--- src/rtl/mem_seq_pkg.sv ---
// Shared types and defaults for the memory-access sequencer.
package mem_seq_pkg;
  localparam int CNT_W_DEF = 32;
  localparam int TMR_W_DEF = 16;

  typedef enum logic [2:0] {IDLE, ISSUE, WAIT_CMPL, GAP, DONE} seq_state_t;
  typedef enum logic [1:0] {READ = 2'd0, WRITE = 2'd1, ALT = 2'd2} seq_mode_t;

  // The reserved encoding 2'b11 behaves as all-reads.
  function automatic seq_mode_t decode_mode(input logic [1:0] m);
    return (m == 2'd1) ? WRITE : (m == 2'd2) ? ALT : READ;
  endfunction
endpackage

--- src/rtl/mem_access_sequencer_if.sv ---
// Command, completion and debug signals of the sequencer.
interface mem_access_sequencer_if
  import mem_seq_pkg::*;
#(parameter int CNT_W = CNT_W_DEF, parameter int TMR_W = TMR_W_DEF);
  logic             Start;
  logic             Abort;
  logic [1:0]       mode;
  logic [29:0]      base_src_address;
  logic [29:0]      base_dst_address;
  logic [29:0]      stride;
  logic [CNT_W-1:0] num_ops;
  logic [TMR_W-1:0] gap_cycles;
  logic [TMR_W-1:0] timeout_cycles;
  logic             Interrupt;
  logic             GoRead;
  logic             GoWrite;
  logic [29:0]      source_address;
  logic [29:0]      destination_address;
  logic             Busy;
  logic             Done;
  logic             Error;
  logic [CNT_W-1:0] ops_issued;
  logic [CNT_W-1:0] ops_completed;

  // master: the sequencer itself; slave: software control plus the downstream master.
  modport master (
    input  Start, Abort, mode, base_src_address, base_dst_address, stride,
           num_ops, gap_cycles, timeout_cycles, Interrupt,
    output GoRead, GoWrite, source_address, destination_address, Busy, Done,
           Error, ops_issued, ops_completed
  );
  modport slave (
    output Start, Abort, mode, base_src_address, base_dst_address, stride,
           num_ops, gap_cycles, timeout_cycles, Interrupt,
    input  GoRead, GoWrite, source_address, destination_address, Busy, Done,
           Error, ops_issued, ops_completed
  );
endinterface

--- src/rtl/seq_cycle_timer.sv ---
// Loadable down-counter; expired once the count has reached 1 (or sits at 0).
module seq_cycle_timer #(parameter int TMR_W = 16) (
  input  logic             Clk,
  input  logic             Rst_n,
  input  logic             load,
  input  logic [TMR_W-1:0] value,
  output logic             expired
);
  logic [TMR_W-1:0] cnt;

  always_ff @(posedge Clk or negedge Rst_n) begin
    if (!Rst_n)             cnt <= '0;
    else if (load)          cnt <= value;
    else if (cnt != '0)     cnt <= cnt - 1'b1;
  end

  assign expired = (cnt <= TMR_W'(1));
endmodule

--- src/rtl/mem_access_sequencer.sv ---
// Paces a run of N single-beat reads/writes with striding addresses,
// waiting on each completion Interrupt with optional gap and timeout.
module mem_access_sequencer
  import mem_seq_pkg::*;
#(parameter int CNT_W = CNT_W_DEF, parameter int TMR_W = TMR_W_DEF) (
  input logic                    Clk,
  input logic                    Rst_n,
  mem_access_sequencer_if.master bus
);
  seq_state_t       state;
  seq_mode_t        mode_q;
  logic [29:0]      stride_q, src_q, dst_q;
  logic [CNT_W-1:0] num_q, issued_q, completed_q;
  logic [TMR_W-1:0] gap_q, tmo_q;
  logic             last_wr_q, error_q;

  logic cur_wr, last_op, to_issue, gap_load, gap_exp, tmo_exp;
  logic [TMR_W-1:0] tmo_load_val;

  assign cur_wr  = (mode_q == WRITE) || (mode_q == ALT && issued_q[0]);
  assign last_op = (completed_q + CNT_W'(1)) == num_q;

  // Timeout is reloaded on every entry to ISSUE, so it counts from the issue cycle.
  assign to_issue = !bus.Abort &&
    ((state == IDLE      && bus.Start && bus.num_ops != '0) ||
     (state == WAIT_CMPL && bus.Interrupt && !last_op && gap_q == '0) ||
     (state == GAP       && gap_exp));
  assign gap_load     = !bus.Abort && state == WAIT_CMPL && bus.Interrupt;
  assign tmo_load_val = (state == IDLE) ? bus.timeout_cycles : tmo_q;

  seq_cycle_timer #(.TMR_W(TMR_W)) u_gap_tmr (
    .Clk(Clk), .Rst_n(Rst_n), .load(gap_load), .value(gap_q), .expired(gap_exp));
  seq_cycle_timer #(.TMR_W(TMR_W)) u_tmo_tmr (
    .Clk(Clk), .Rst_n(Rst_n), .load(to_issue), .value(tmo_load_val), .expired(tmo_exp));

  always_ff @(posedge Clk or negedge Rst_n) begin
    if (!Rst_n) begin
      state       <= IDLE;
      mode_q      <= READ;
      stride_q    <= '0;
      src_q       <= '0;
      dst_q       <= '0;
      num_q       <= '0;
      issued_q    <= '0;
      completed_q <= '0;
      gap_q       <= '0;
      tmo_q       <= '0;
      last_wr_q   <= 1'b0;
      error_q     <= 1'b0;
    end else if (bus.Abort) begin
      state <= IDLE;
    end else begin
      unique case (state)
        IDLE: if (bus.Start) begin
          mode_q      <= decode_mode(bus.mode);
          stride_q    <= bus.stride;
          num_q       <= bus.num_ops;
          gap_q       <= bus.gap_cycles;
          tmo_q       <= bus.timeout_cycles;
          src_q       <= bus.base_src_address;
          dst_q       <= bus.base_dst_address;
          issued_q    <= '0;
          completed_q <= '0;
          error_q     <= 1'b0;
          state       <= (bus.num_ops == '0) ? DONE : ISSUE;
        end
        ISSUE: begin
          issued_q  <= issued_q + CNT_W'(1);
          last_wr_q <= cur_wr;
          state     <= WAIT_CMPL;
        end
        WAIT_CMPL: begin
          if (bus.Interrupt) begin
            completed_q <= completed_q + CNT_W'(1);
            if (last_wr_q) dst_q <= dst_q + stride_q;
            else           src_q <= src_q + stride_q;
            if (last_op)             state <= DONE;
            else if (gap_q == '0)    state <= ISSUE;
            else                     state <= GAP;
          end else if (tmo_q != '0 && tmo_exp) begin
            error_q <= 1'b1;
            state   <= IDLE;
          end
        end
        GAP:     if (gap_exp) state <= ISSUE;
        DONE:    state <= IDLE;
        default: state <= IDLE;
      endcase
    end
  end

  assign bus.GoRead              = (state == ISSUE) && !cur_wr;
  assign bus.GoWrite             = (state == ISSUE) &&  cur_wr;
  assign bus.Busy                = (state == ISSUE) || (state == WAIT_CMPL) || (state == GAP);
  assign bus.Done                = (state == DONE);
  assign bus.Error               = error_q;
  assign bus.source_address      = src_q;
  assign bus.destination_address = dst_q;
  assign bus.ops_issued          = issued_q;
  assign bus.ops_completed       = completed_q;
endmodule

--- src/flat_wrapper.sv ---
// flat-port wrapper written by rule: the top's interface ports become plain ports
module mem_access_sequencer_flat import mem_seq_pkg::*;
#(parameter int CNT_W = CNT_W_DEF, parameter int TMR_W = TMR_W_DEF)
  (Clk, Rst_n, bus_Start, bus_Abort, bus_mode, bus_base_src_address, bus_base_dst_address, bus_stride, bus_num_ops, bus_gap_cycles, bus_timeout_cycles, bus_Interrupt, bus_GoRead, bus_GoWrite, bus_source_address, bus_destination_address, bus_Busy, bus_Done, bus_Error, bus_ops_issued, bus_ops_completed);
  mem_access_sequencer_if #(.CNT_W(CNT_W), .TMR_W(TMR_W)) bus_i ();
  input logic Clk;
  input logic Rst_n;
  input wire logic [$bits(bus_i.Start)-1:0] bus_Start;
  input wire logic [$bits(bus_i.Abort)-1:0] bus_Abort;
  input wire logic [$bits(bus_i.mode)-1:0] bus_mode;
  input wire logic [$bits(bus_i.base_src_address)-1:0] bus_base_src_address;
  input wire logic [$bits(bus_i.base_dst_address)-1:0] bus_base_dst_address;
  input wire logic [$bits(bus_i.stride)-1:0] bus_stride;
  input wire logic [$bits(bus_i.num_ops)-1:0] bus_num_ops;
  input wire logic [$bits(bus_i.gap_cycles)-1:0] bus_gap_cycles;
  input wire logic [$bits(bus_i.timeout_cycles)-1:0] bus_timeout_cycles;
  input wire logic [$bits(bus_i.Interrupt)-1:0] bus_Interrupt;
  output wire logic [$bits(bus_i.GoRead)-1:0] bus_GoRead;
  output wire logic [$bits(bus_i.GoWrite)-1:0] bus_GoWrite;
  output wire logic [$bits(bus_i.source_address)-1:0] bus_source_address;
  output wire logic [$bits(bus_i.destination_address)-1:0] bus_destination_address;
  output wire logic [$bits(bus_i.Busy)-1:0] bus_Busy;
  output wire logic [$bits(bus_i.Done)-1:0] bus_Done;
  output wire logic [$bits(bus_i.Error)-1:0] bus_Error;
  output wire logic [$bits(bus_i.ops_issued)-1:0] bus_ops_issued;
  output wire logic [$bits(bus_i.ops_completed)-1:0] bus_ops_completed;
  assign bus_i.Start = bus_Start;
  assign bus_i.Abort = bus_Abort;
  assign bus_i.mode = bus_mode;
  assign bus_i.base_src_address = bus_base_src_address;
  assign bus_i.base_dst_address = bus_base_dst_address;
  assign bus_i.stride = bus_stride;
  assign bus_i.num_ops = bus_num_ops;
  assign bus_i.gap_cycles = bus_gap_cycles;
  assign bus_i.timeout_cycles = bus_timeout_cycles;
  assign bus_i.Interrupt = bus_Interrupt;
  assign bus_GoRead = bus_i.GoRead;
  assign bus_GoWrite = bus_i.GoWrite;
  assign bus_source_address = bus_i.source_address;
  assign bus_destination_address = bus_i.destination_address;
  assign bus_Busy = bus_i.Busy;
  assign bus_Done = bus_i.Done;
  assign bus_Error = bus_i.Error;
  assign bus_ops_issued = bus_i.ops_issued;
  assign bus_ops_completed = bus_i.ops_completed;
  mem_access_sequencer #(.CNT_W(CNT_W), .TMR_W(TMR_W)) u_core (.Clk(Clk), .Rst_n(Rst_n), .bus(bus_i));
endmodule
--- config.mk ---
export PLATFORM = sky130hd
export DESIGN_NAME = mem_access_sequencer_flat
export DESIGN_NICKNAME = d
export VERILOG_FILES = /design/src/rtl/mem_seq_pkg.sv /design/src/rtl/mem_access_sequencer_if.sv /design/src/rtl/seq_cycle_timer.sv /design/src/rtl/mem_access_sequencer.sv /design/src/flat_wrapper.sv
export SDC_FILE = /design/constraint.sdc
export NUM_CORES = 1
export LEC_CHECK = 0
export ABC_AREA = 1
export BUFFER_PORTS_ARGS = -buffer_cell sky130_fd_sc_hd__buf_4
export CELL_PAD_IN_SITES_DETAIL_PLACEMENT = 0
export CELL_PAD_IN_SITES_GLOBAL_PLACEMENT = 1
export CORE_MARGIN = 2
export CORE_UTILIZATION = 40
export CTS_CLUSTER_SIZE = 25
export DETAILED_ROUTE_END_ITERATION = 16
export GPL_ROUTABILITY_DRIVEN = 0
export GPL_TIMING_DRIVEN = 0
export HOLD_SLACK_MARGIN = 0.06
export PLACE_DENSITY_LB_ADDON = 0.15
export REMOVE_ABC_BUFFERS = 1
export SYNTH_ARGS = -nofsm -noshare
export SYNTH_HDL_FRONTEND = slang
export SYNTH_SLANG_ARGS = --single-unit
--- constraint.sdc ---
create_clock -name Clk -period 3.1 [get_ports Clk]
set_input_delay 0.775 -clock Clk [delete_from_list [all_inputs] [get_ports Clk]]
set_output_delay 0.775 -clock Clk [all_outputs]
set_load 0.02 [all_outputs]
==> run summary, run 1 <==
JOB
----------------------------------------------------------------------------------
MaxCap Viol Count ...................................................            0

TIMING
----------------------------------------------------------------------------------
Max Clock Skew ......................................................    0.0270 ns
Headroom to the max-slew limit ......................................        19.7%
Count of pins over their slew limit .................................            0
Setup TNS after final layout ........................................         0 ns
Pin slew with the least headroom to its limit .......................      1.19 ns
Final hold vios .....................................................            0
Final Critical Period ...............................................      3.03 ns
Maximum operating frequency .........................................    0.330 GHz
RSZ-0062 raised after global routing ................................         true
Fin crit share ......................................................        97.8%
Number of setup violations in the final report ......................            0

POWER AND IR DROP
----------------------------------------------------------------------------------
Total leakage power .................................................      9.91 nW
Switching Fraction ..................................................        45.8%
Share of total power in the clock network ...........................        19.5%
Power per cell area ................................................. 1010 nW/um^2
Worst IR Drop VDD ...................................................   0.000655 V
Switching pwr .......................................................      9.53 mW
Part of the total power dissipated in sequential elements ...........        27.2%
Sum of internal, switching and leakage power ........................      20.8 mW
Logic gate share of total power .....................................        53.3%
Internal Power ......................................................      11.3 mW

FLOORPLAN
----------------------------------------------------------------------------------
Full die area ....................................................... 42,600 sq um
Site Rows ...........................................................           74
Die Y ...............................................................       206 um
Core area ........................................................... 40,600 sq um
Starting density of the core ........................................        40.3%
Top Ports ...........................................................          290
Die extent in x .....................................................       206 um

SETUP PATH
----------------------------------------------------------------------------------
Data required, critical path ........................................      3.53 ns
Setup slack of the worst register-to-register path ..................      0.07 ns
Worst setup SP type .................................................    flip-flop
CP endpoint kind ....................................................    flip-flop
WP data arrival .....................................................      3.47 ns
Class of the most critical setup path ............................... flip-flop to flip-flop
Critical path fanouts, max ..........................................           20

DETAILED ROUTING
----------------------------------------------------------------------------------
Post-route ant nets .................................................            0
Vias after detailed routing .........................................       16,099
Drt via density .....................................................         5.17
Total detailed-routing wirelength ...................................    53,600 um
DRC violations left .................................................            0
Number of detailed-route iterations in the first pass ...............            6
First DRT Iteration DRCs ............................................        1,037
Detailed-route wire length per cell .................................      17.2 um

SYNTH
----------------------------------------------------------------------------------
Number of storage elements in the synthesis netlist .................          257
Synth async-reset ratio .............................................         100%
Number of warnings issued by yosys ..................................            0
Seq/Total Area, Yosys ...............................................        39.2%
Area share of the leading cell type in the synthesized netlist ......        39.2%
Post-Syn Area ....................................................... 16,400 sq um
Post-synthesis cell type count ......................................           49
Post-synth top area cell ............................................ sky130_fd_sc_hd__dfrtp_1
Most frequently used cell type in the post-synthesis netlist ........ sky130_fd_sc_hd__nand2_1
Top_reg_cell synth .................................................. sky130_fd_sc_hd__dfrtp_1
Number of enable-type register cells in the synthesized netlist .....            0
Ranking of synthesized cells by instance count ...................... sky130_fd_sc_hd__nand2_1, sky130_fd_sc_hd__dfrtp_1, sky130_fd_sc_hd__inv_1
Main area contributors after synthesis .............................. sky130_fd_sc_hd__dfrtp_1, sky130_fd_sc_hd__nand2_1, sky130_fd_sc_hd__o21ai_0
Instance count of the mapped netlist ................................        2,265
Average cell area after synthesis ...................................   7.24 sq um

GRT
----------------------------------------------------------------------------------
Antenna violations before repair ....................................            4
Wire length of the first global-routing pass ........................    84,600 um
Via count of the first global-routing pass ..........................       15,529
Largest net degree at the start of global routing ...................          107
Total global-route track usage ......................................        25.4%
Global route overflow ...............................................            0

LAYOUT
----------------------------------------------------------------------------------
Final Util ..........................................................        50.9%
Share of layout cells above drive strength 1 ........................        18.4%
Final-stage net count ...............................................        2,787
Layout Cells excl Fill ..............................................        3,114
Signed area change from the synthesized netlist to the final layout .        26.3%

CLOCK NETWORK
----------------------------------------------------------------------------------
Maximum level of the CTS H-tree .....................................            2
Clock Tree Buf Depth ................................................            3
Register clock-pin slew on the reported worst setup and hold paths ..      0.06 ns
Buffer type at the clock tree root .................................. sky130_fd_sc_hd__clkbuf_16
Clock sinks .........................................................          257
Clock tree from TritonCTS ...........................................        built
Worst-skew pair later-pin latency ...................................      0.55 ns
Number of buffers inserted during clock tree synthesis ..............           34
Hold bufs inserted after CTS ........................................            0

PLACE
----------------------------------------------------------------------------------
Hpwl dp .............................................................    39,200 um
Count of port buffers added during placement ........................          289
Number of placed cells counting well taps ...........................        3,029

MIN PATH
----------------------------------------------------------------------------------
HP Class ............................................................ primary input to asynchronous set/reset pin

OUTCOME
----------------------------------------------------------------------------------
Outcome ............................................................. finished, final reports clean

==> cells in the final DEF, fill, tap and decap left out, drive strengths merged, types with 2 or more instances in the layout <==
cell / n
nand2: 645
buf: 322
dfrtp: 257
nor2: 244
inv: 233
o21ai: 222
a21oi: 140
nand3: 128
ha: 64
clkbuf: 45
xor2: 41
nor3: 34
xnor2: 27
o22ai: 22
nand4: 21
o21a: 18
nor4: 18
o21bai: 14
o211ai: 11
a31oi: 11
a21o: 10
clkinv: 8
nand3b: 7
a211oi: 6
a21boi: 6
o221ai: 4
or2: 3
clkinvlp: 3
bufinv: 3
o31ai: 2
o2111ai: 2
a32o: 2
a221oi: 2
fa: 2
==> cells by family (layout without fill, tap and decap cells) <==
family                   count (synthesis)  in the layout  synth area share (%)
AND/OR/NAND/NOR                       1099           1102                  28.6
flip-flops                             257            257                  39.2
adder cells (fa/ha/maj)                 66             66                  5.13
other                                    0              1                     0
AO/OA/AOI/OAI                          474            474                  16.2
XOR/XNOR                                68             68                  3.63
buffers and inverters                  301            614                  7.18
==> per-stage QoR <==
stage                     area [sq um]  setup WS, ns  hold slack [ns]
after CTS                        20500        0.0142            0.305
after global placement           18900        -12.38            0.480
after detailed placement         19200         -1.05            0.488
final                            20700        0.0672            0.268
after floorplan                  16100         -5.19            0.452
after global routing             20700        -0.121            0.333
==> routing by layer <==
layer / vias to the layer above / global-route usage (%) / share of wire [%]
met4: 4 / 6.99 / 2.0
met1: 7545 / 36.1 / 47
li1: 8075 / - / -
met5: - / 0 / 0.045
met2: 415 / 40.1 / 45
met3: 60 / 3.82 / 5.2
==> path summary, 6_finish.rpt <==
path | to | from | depth (start not counted)
worst max-delay path | u_core.u_tmo_tmr.cnt[0] | u_core.bus.ops_completed[0] | 22
worst min-delay path | u_core.bus.source_address[0] | Rst_n | 1
worst max register to register | u_core.u_tmo_tmr.cnt[0] | u_core.bus.ops_completed[0] | 22
worst min register to register | u_core.bus.ops_issued[17] | u_core.bus.ops_issued[17] | 1
max in group asynchronous | u_core.mode_q[0] | Rst_n | 2
min in group Clk | u_core.mode_q[0] | bus_mode[1] | 2
==> state kept, by name, summed over array words and instances (netlist names) <==
name	cells
u_core.bus.ops_completed	32
u_core.bus.ops_issued	32
u_core.num_q	32
u_core.bus.destination_address	30
u_core.bus.source_address	30
u_core.stride_q	30
u_core.gap_q	16
u_core.tmo_q	16
u_core.u_gap_tmr.cnt	16
u_core.u_tmo_tmr.cnt	16
u_core.state	3
u_core.mode_q	2
u_core.bus.Error	1
u_core.last_wr_q	1
==> what timing repair did <==
| item | in CTS | in global routing |
|---|---|---|
| resized for setup | 16 | 25 |
| buffers inserted | 10 | 13 |
| hold endpoints to repair | 0 | 0 |
| pin swaps | 4 | 9 |
| endpoints found under the setup margin | 159 | 53 |
| gates cloned | 4 | 0 |
==> final cells by class <==
class / instances / area (sq um)
Timing Repair inverter: 1 / 7.51
Tap cell: 532 / 666
Timing Repair Buffer: 322 / 2640
Clock buffer: 45 / 983
Multi-Input combinational cell: 1710 / 8930
Clock inverter: 12 / 141
Inverter: 234 / 891
Antenna cell: 1 / 2.50
Fill cell: 4005 / 20000
Sequential cell: 257 / 6430
==> critical path: stages, from the launching register on <==
cell                      delay (ns)
sky130_fd_sc_hd__dfrtp_2        0.42
sky130_fd_sc_hd__ha_2           0.21
sky130_fd_sc_hd__nand2_1        0.10
sky130_fd_sc_hd__nor2_4         0.20
sky130_fd_sc_hd__nand2_4        0.12
sky130_fd_sc_hd__nor2_2         0.19
sky130_fd_sc_hd__nand2_1        0.07
sky130_fd_sc_hd__nand2_1        0.08
sky130_fd_sc_hd__nand2_1        0.08
sky130_fd_sc_hd__nand2_1        0.07
sky130_fd_sc_hd__nand2_1        0.06
sky130_fd_sc_hd__nor2_1         0.09
sky130_fd_sc_hd__nand2_1        0.08
sky130_fd_sc_hd__nor2_2         0.21
sky130_fd_sc_hd__nand3_4        0.16
sky130_fd_sc_hd__nand3_4        0.12
sky130_fd_sc_hd__nand2_8        0.14
sky130_fd_sc_hd__nand2_8        0.13
sky130_fd_sc_hd__buf_12         0.13
sky130_fd_sc_hd__buf_4          0.10
sky130_fd_sc_hd__nand2_1        0.04
sky130_fd_sc_hd__o21ai_0        0.07
sky130_fd_sc_hd__inv_1          0.05
==> power by group through the flow <==
stage | clock [mW] | combinational, mW | sequential, mW
finish | 4.06 | 11.1 | 5.66
global route | 4.28 | 12.5 | 5.82
CTS | 4.15 | 11.0 | 5.66
detailed placement | 0 | 10.7 | 5.70
global placement | 0 | 10.3 | 5.68
floorplan | 0 | 7.08 | 5.88
Note: power is estimated with default switching activity, not from simulation.
==> run 2: changes to the inputs <==
- CTS_BUF_LIST: unset -> sky130_fd_sc_hd__clkbuf_4 sky130_fd_sc_hd__clkbuf_8 sky130_fd_sc_hd__clkbuf_16
==> run 2 against run 1 <==
  * Combinational power hardly changed
  * Routed wire length hardly changed
  * Final cell count stayed put
  * Die area stayed put
  * Highest routed layer unchanged
  * Setup slack worse by 0.0025 ns
  * Utilization hardly changed
  * Critical path depth stayed put
  * Via count hardly changed
  * Critical endpoint unchanged
==> run summary, run 2 (synthesis gave the netlist of run 1 again) <==
OUTCOME
-------------------------------------------------------------------------------------
Outcome ................................................................ finished, final reports clean

SETUP PATH
-------------------------------------------------------------------------------------
Critical path's most frequent cell ..................................... sky130_fd_sc_hd__nand2_1
Critical path fanouts, max .............................................           20
Data required, critical path ...........................................      3.53 ns
Critical path cell sequence ............................................ ha_2, nand2_1, nor2_4, nand2_4, nor2_2, nand2_1, nand2_1, nand2_1, nand2_1, nand2_1, nor2_1, nand2_1, nor2_2, nand3_4, nand3_4, nand2_8, nand2_8, buf_12, buf_4, nand2_1, o21ai_0, inv_1
Class of the most critical setup path .................................. flip-flop to flip-flop
R2R Path End ........................................................... u_core.u_tmo_tmr.cnt[0]
Setup slack of the worst register-to-register path .....................      0.06 ns
WP data arrival ........................................................      3.47 ns
Worst setup path start ................................................. u_core.bus.ops_completed[0]
Reg2reg path depth .....................................................           22
CP endpoint kind .......................................................    flip-flop
Delay of the slowest cell on the worst path ............................      0.42 ns
Slowest cell on the critical path ...................................... sky130_fd_sc_hd__dfrtp_2
Worst r2r src .......................................................... u_core.bus.ops_completed[0]
Worst setup SP type ....................................................    flip-flop

TIMING
-------------------------------------------------------------------------------------
Worst path setup slack after routing ...................................    0.0647 ns
Maximum operating frequency ............................................    0.329 GHz
Final hold vios ........................................................            0
Final Critical Period ..................................................      3.04 ns
Number of setup violations in the final report .........................            0
Count of pins over their slew limit ....................................            0
Pin slew with the least headroom to its limit ..........................      1.19 ns
Headroom to the max-slew limit .........................................        19.7%
RSZ-0062 raised after global routing ...................................         true
Max Clock Skew .........................................................    0.0249 ns
Fin crit share .........................................................        97.9%

DETAILED ROUTING
-------------------------------------------------------------------------------------
DRC violations left ....................................................            0
Wire length on met3 ....................................................      2910 um
Vias after detailed routing ............................................       16,089
Total detailed-routing wirelength ......................................    53,600 um
Met1 Routed Length .....................................................    25,300 um
First DRT Iteration DRCs ...............................................        1,040
Drt via density ........................................................         5.17
Post-route ant nets ....................................................            0
Detailed-route wire length per cell ....................................      17.2 um
Number of detailed-route iterations in the first pass ..................            5
Met2 WL post-DR ........................................................    24,300 um
Uppermost signal routing layer after detailed routing ..................         met5

FLOORPLAN
-------------------------------------------------------------------------------------
Top Ports ..............................................................          290
Die extent in x ........................................................       206 um
Die Y ..................................................................       206 um
Core area .............................................................. 40,600 sq um
Full die area .......................................................... 42,600 sq um
Site Rows ..............................................................           74
Starting density of the core ...........................................        40.3%

GRT
-------------------------------------------------------------------------------------
Antenna violations before repair .......................................            4
Total global-route track usage .........................................        25.4%
Largest net degree at the start of global routing ......................          107
Global route overflow ..................................................            0
Via count of the first global-routing pass .............................       15,528
Wire length of the first global-routing pass ...........................    84,600 um

CLOCK NETWORK
-------------------------------------------------------------------------------------
Clock Tree Buf Depth ...................................................            3
Buffer type at the clock tree root ..................................... sky130_fd_sc_hd__clkbuf_16
Worst-skew pair later-pin latency ......................................      0.55 ns
Maximum level of the CTS H-tree ........................................            2
Number of buffers inserted during clock tree synthesis .................           34
Register clock-pin slew on the reported worst setup and hold paths .....      0.06 ns
Clock tree from TritonCTS ..............................................        built
Hold bufs inserted after CTS ...........................................            0
Clock sinks ............................................................          257

LAYOUT
-------------------------------------------------------------------------------------
Signed area change from the synthesized netlist to the final layout ....        26.3%
Register area ..........................................................   6430 sq um
Share of layout cells above drive strength 1 ...........................        18.5%
Filler cells ...........................................................        4,005
Most frequent standard cell in the layout excluding fill and tap cells . sky130_fd_sc_hd__nand2_1
Final-stage net count ..................................................        2,787
Area used by multi-input combinational logic ...........................   8930 sq um
Commonest cells after routing, fill and taps aside ..................... sky130_fd_sc_hd__nand2_1, sky130_fd_sc_hd__buf_4, sky130_fd_sc_hd__dfrtp_1

MIN PATH
-------------------------------------------------------------------------------------
HP Class ............................................................... primary input to asynchronous set/reset pin

PLACE
-------------------------------------------------------------------------------------
Hpwl dp ................................................................    39,200 um
Worst slack at placement ...............................................     -1.05 ns
Count of port buffers added during placement ...........................          289

POWER AND IR DROP
-------------------------------------------------------------------------------------
Sum of internal, switching and leakage power ...........................      20.8 mW
Worst IR Drop VDD ......................................................   0.000654 V
Power per cell area .................................................... 1010 nW/um^2
Total leakage power ....................................................      9.92 nW

JOB
-------------------------------------------------------------------------------------
MaxCap Viol Count ......................................................            0

[run 2: critical path, delay by kind of cell (launching register included)]
kind,cells,cell delay [ns]
and+or+nand+nor,17,1.93
DFF,1,0.42
buffers and inverters,3,0.28
adders and majority gates,1,0.21
AOI/OAI and AO/OA,1,0.07
[run 2: area by class of cell]
type / instances / share of cell area (%)
multi-input cells: 1710 / 43.1
flip-flops and latches: 257 / 31.1
repair buffers: 322 / 12.7
clock buffers: 45 / 4.80
inverters: 234 / 4.30
well taps: 532 / 3.21
clock inverters: 12 / 0.683
repair inverters: 1 / 0.0363
diodes: 1 / 0.0121
[run 2: what timing repair did]
action | 4_1_cts | 5_1_grt
pin swaps | 4 | 8
hold endpoints to repair | 0 | 0
gates cloned | 4 | 0
gates resized for setup | 16 | 25
setup buffers | 10 | 13
endpoints found under the setup margin | 159 | 53
[run 2: report_power, final]
part	total [mW]	switching [mW]	leakage [nW]	internal, mW
clock	4.08	1.58	0.570	2.50
combinational	11.1	6.88	6.12	4.22
sequential	5.66	1.06	3.23	4.60
total	20.8	9.52	9.92	11.3
[run 2: per-layer routing]
metal  global-route usage [%]  vias to the layer above
li1                         -                     8077
met1                     36.1                     7532
met2                     40.1                      416
met3                     3.80                       60
met4                     6.99                        4
met5                        0                        -
[run 2: worst max path at each step]
stage	end	depth (start not counted)
finish	u_core.u_tmo_tmr.cnt[0]	22
global route	u_core.u_tmo_tmr.cnt[0]	22
CTS	u_core.bus.source_address[26]	15
detailed placement	u_core.bus.source_address[7]	9
global placement	u_core.mode_q[0]	7
floorplan	u_core.mode_q[0]	5
[run 2: stage by stage]
step	std cells	hold WS [ns]	instance area, sq um	util, %	TNS, ns
finish	3114	0.267	20700	50.9	0
global route	3113	0.333	20700	50.9	-1.12
CTS	3100	0.305	20500	50.5	0
detailed placement	3029	0.488	19200	47.3	-75.21
global placement	3019	0.480	18900	46.6	-1920.85
floorplan	2198	0.452	16100	-	-580.92
==> run 3: changes to the inputs <==
- PLACE_DENSITY: unset -> 0.9
- PLACE_DENSITY_LB_ADDON: 0.15 -> unset
- SKIP_LAST_GASP: unset -> 1
==> run 3 against run 2 <==
  * Global-route usage decreased by 1.7 points
  * Power shrank 1.8%
  * Clock skew decreased by 0.016 ns
  * Sequential power hardly changed
  * Sequential share of layout area grew 0.28 points
  * Combinational power about the same
  * Utilization down 0.40 points
  * Final cell count down 0.19%
  * Flip-flop and latch count unchanged
  * Die area unchanged
  * Final area decreased by 0.79%
  * Critical endpoint unchanged
  * Largest cell class unchanged
  * Largest power group unchanged
==> run summary, run 3 (synthesis gave the netlist of run 1 again) <==
OUTCOME
-------------------------------------------------------------------------------------
Outcome ................................................................ finished, final reports clean

TIMING
-------------------------------------------------------------------------------------
Final hold vios ........................................................            0
Headroom to the max-slew limit .........................................        21.4%
Worst path setup slack after routing ...................................     0.167 ns
Count of pins over their slew limit ....................................            0
Max Clock Skew .........................................................   0.00934 ns
Number of setup violations in the final report .........................            0
Fin crit share .........................................................        94.6%
Pin slew with the least headroom to its limit ..........................      1.18 ns
Final Critical Period ..................................................      2.93 ns
Maximum operating frequency ............................................    0.341 GHz
Setup TNS after final layout ...........................................         0 ns

PLACE
-------------------------------------------------------------------------------------
Worst slack at placement ...............................................    -0.679 ns
Count of port buffers added during placement ...........................          289
Hpwl dp ................................................................    37,500 um
Number of placed cells counting well taps ..............................        3,028

FLOORPLAN
-------------------------------------------------------------------------------------
Full die area .......................................................... 42,600 sq um
Die extent in x ........................................................       206 um
Die Y ..................................................................       206 um
Starting density of the core ...........................................        40.3%
Site Rows ..............................................................           74
Core area .............................................................. 40,600 sq um
Top Ports ..............................................................          290

SETUP PATH
-------------------------------------------------------------------------------------
Family with the most delay on the worst path ........................... simple AND/OR/NAND/NOR gates
Delay of the slowest cell on the worst path ............................      0.44 ns
WP data arrival ........................................................      3.39 ns
Critical path cell sequence ............................................ nand2_1, nor2_2, nand2_1, nor2_2, nand2_1, nand2_1, nand2_1, nand2_1, nand2_1, nor2_1, nand2_1, nor2_4, nand3_2, nand3_4, nand2_8, nand2_8, buf_4, nand2_1, o21ai_0, inv_1
Buffers and inverters on the worst path ................................            2
Critical path's most frequent cell ..................................... sky130_fd_sc_hd__nand2_1
Worst setup path start ................................................. u_core.bus.ops_completed[5]
Reg2reg path depth .....................................................           20
R2R Path End ........................................................... u_core.u_tmo_tmr.cnt[0]
Data required, critical path ...........................................      3.56 ns
Critical path fanouts, max .............................................           13
Worst setup SP type ....................................................    flip-flop
Worst r2r src .......................................................... u_core.bus.ops_completed[5]
CP endpoint kind .......................................................    flip-flop
Slowest cell on the critical path ...................................... sky130_fd_sc_hd__dfrtp_2
Class of the most critical setup path .................................. flip-flop to flip-flop
Setup slack of the worst register-to-register path .....................      0.17 ns

POWER AND IR DROP
-------------------------------------------------------------------------------------
Total leakage power ....................................................      9.82 nW
Worst IR Drop VDD ......................................................   0.000692 V
Power per cell area ....................................................  997 nW/um^2

CLOCK NETWORK
-------------------------------------------------------------------------------------
Worst-skew pair later-pin latency ......................................      0.58 ns
Maximum level of the CTS H-tree ........................................            1
Register clock-pin slew on the reported worst setup and hold paths .....      0.06 ns
Clock sinks ............................................................          257
Clock tree from TritonCTS ..............................................        built
Buffer type at the clock tree root ..................................... sky130_fd_sc_hd__clkbuf_16
Clock Tree Buf Depth ...................................................            3
Hold bufs inserted after CTS ...........................................            0
Number of buffers inserted during clock tree synthesis .................           31

GRT
-------------------------------------------------------------------------------------
Global route overflow ..................................................            0
Via count of the first global-routing pass .............................       15,629
Met3 layer usage reported by global route ..............................        3.61%
Largest net degree at the start of global routing ......................           94
Total global-route track usage .........................................        23.7%
Wire length of the first global-routing pass ...........................    80,400 um
Global route hottest layer .............................................         met2
GR met1 Demand/Resource ................................................        31.2%
Antenna violations before repair .......................................            4
Met2 Track Usage GR ....................................................        40.2%

LAYOUT
-------------------------------------------------------------------------------------
Area used by multi-input combinational logic ...........................   8930 sq um
Final-stage net count ..................................................        2,777
Most frequent standard cell in the layout excluding fill and tap cells . sky130_fd_sc_hd__nand2_1
Commonest cells after routing, fill and taps aside ..................... sky130_fd_sc_hd__nand2_1, sky130_fd_sc_hd__buf_4, sky130_fd_sc_hd__dfrtp_1
Signed area change from the synthesized netlist to the final layout ....        25.3%
Share of layout cells above drive strength 1 ...........................        18.4%
Register area ..........................................................   6440 sq um
Layout Cells excl Fill .................................................        3,108
Filler cells ...........................................................        3,942

DETAILED ROUTING
-------------------------------------------------------------------------------------
Vias after detailed routing ............................................       16,324
Total detailed-routing wirelength ......................................    51,500 um
Detailed-route wire length per cell ....................................      16.6 um
Post-route ant nets ....................................................            0
Drt via density ........................................................         5.25
Number of detailed-route iterations in the first pass ..................            5
DRC violations left ....................................................            0
First DRT Iteration DRCs ...............................................        1,236

MIN PATH
-------------------------------------------------------------------------------------
HP Class ............................................................... primary input to asynchronous set/reset pin

JOB
-------------------------------------------------------------------------------------
MaxCap Viol Count ......................................................            0

-- run 3: cell types whose count changed in the layout (fill, tap and decap cells not counted), sizes merged, moves of 2 or more --
cell,previous run,this run
buf,322,313
clkinv,8,4
clkbuf,45,50
diode,1,3
-- run 3: per-layer routing --
metal  wire length, um  vias up
met5                16        -
met4              1380        2
met3              3070       80
met2             24500      492
met1             22600     7687
li1                  -     8063
-- run 3: worst max path at each step --
stage                                          end  slack (ns)  cells past startpoint
final                      u_core.u_tmo_tmr.cnt[0]        0.17                     20
after global placement            u_core.mode_q[0]      -12.17                      7
after floorplan                   u_core.mode_q[0]       -5.19                      5
after detailed placement          u_core.mode_q[0]       -0.68                      9
after global routing      u_core.u_tmo_tmr.cnt[13]       -0.05                     18
after CTS                  u_core.u_gap_tmr.cnt[9]       -0.11                     13
-- run 3: power by group --
part	switching [mW]	internal, mW
combinational	6.84	4.11
sequential	1.07	4.60
clock	1.48	2.37
total	9.38	11.1
-- run 3: what timing repair did --
action	4_1_cts	5_1_grt
hold endpoints to repair	0	0
cloned	5	1
resized for setup	13	29
setup buffers	2	13
pin swaps	2	8
setup endpoints to repair	176	59
-- run 3: layout make-up --
class                      instances  share of cell area (%)
antenna                            3                  0.0365
clock buffer                      50                    4.93
clock inverter                     6                   0.408
inverter                         234                    4.37
multi-input combinational       1711                    43.5
sequential                       257                    31.4
tap                              532                    3.24
timing repair buffer             313                    12.1
timing repair inverter             2                  0.0609
-- run 3: metrics by stage --
stage               power [mW]  utilization (%)  hold slack (ns)  area (sq um)
finish                    20.5             50.5            0.217         20500
global route              22.2             50.5            0.250         20500
CTS                       20.4             50.0            0.235         20300
detailed placement        16.3             47.1            0.488         19200
global placement          15.9             46.6            0.469         18900
floorplan                 13.0                -            0.452         16100
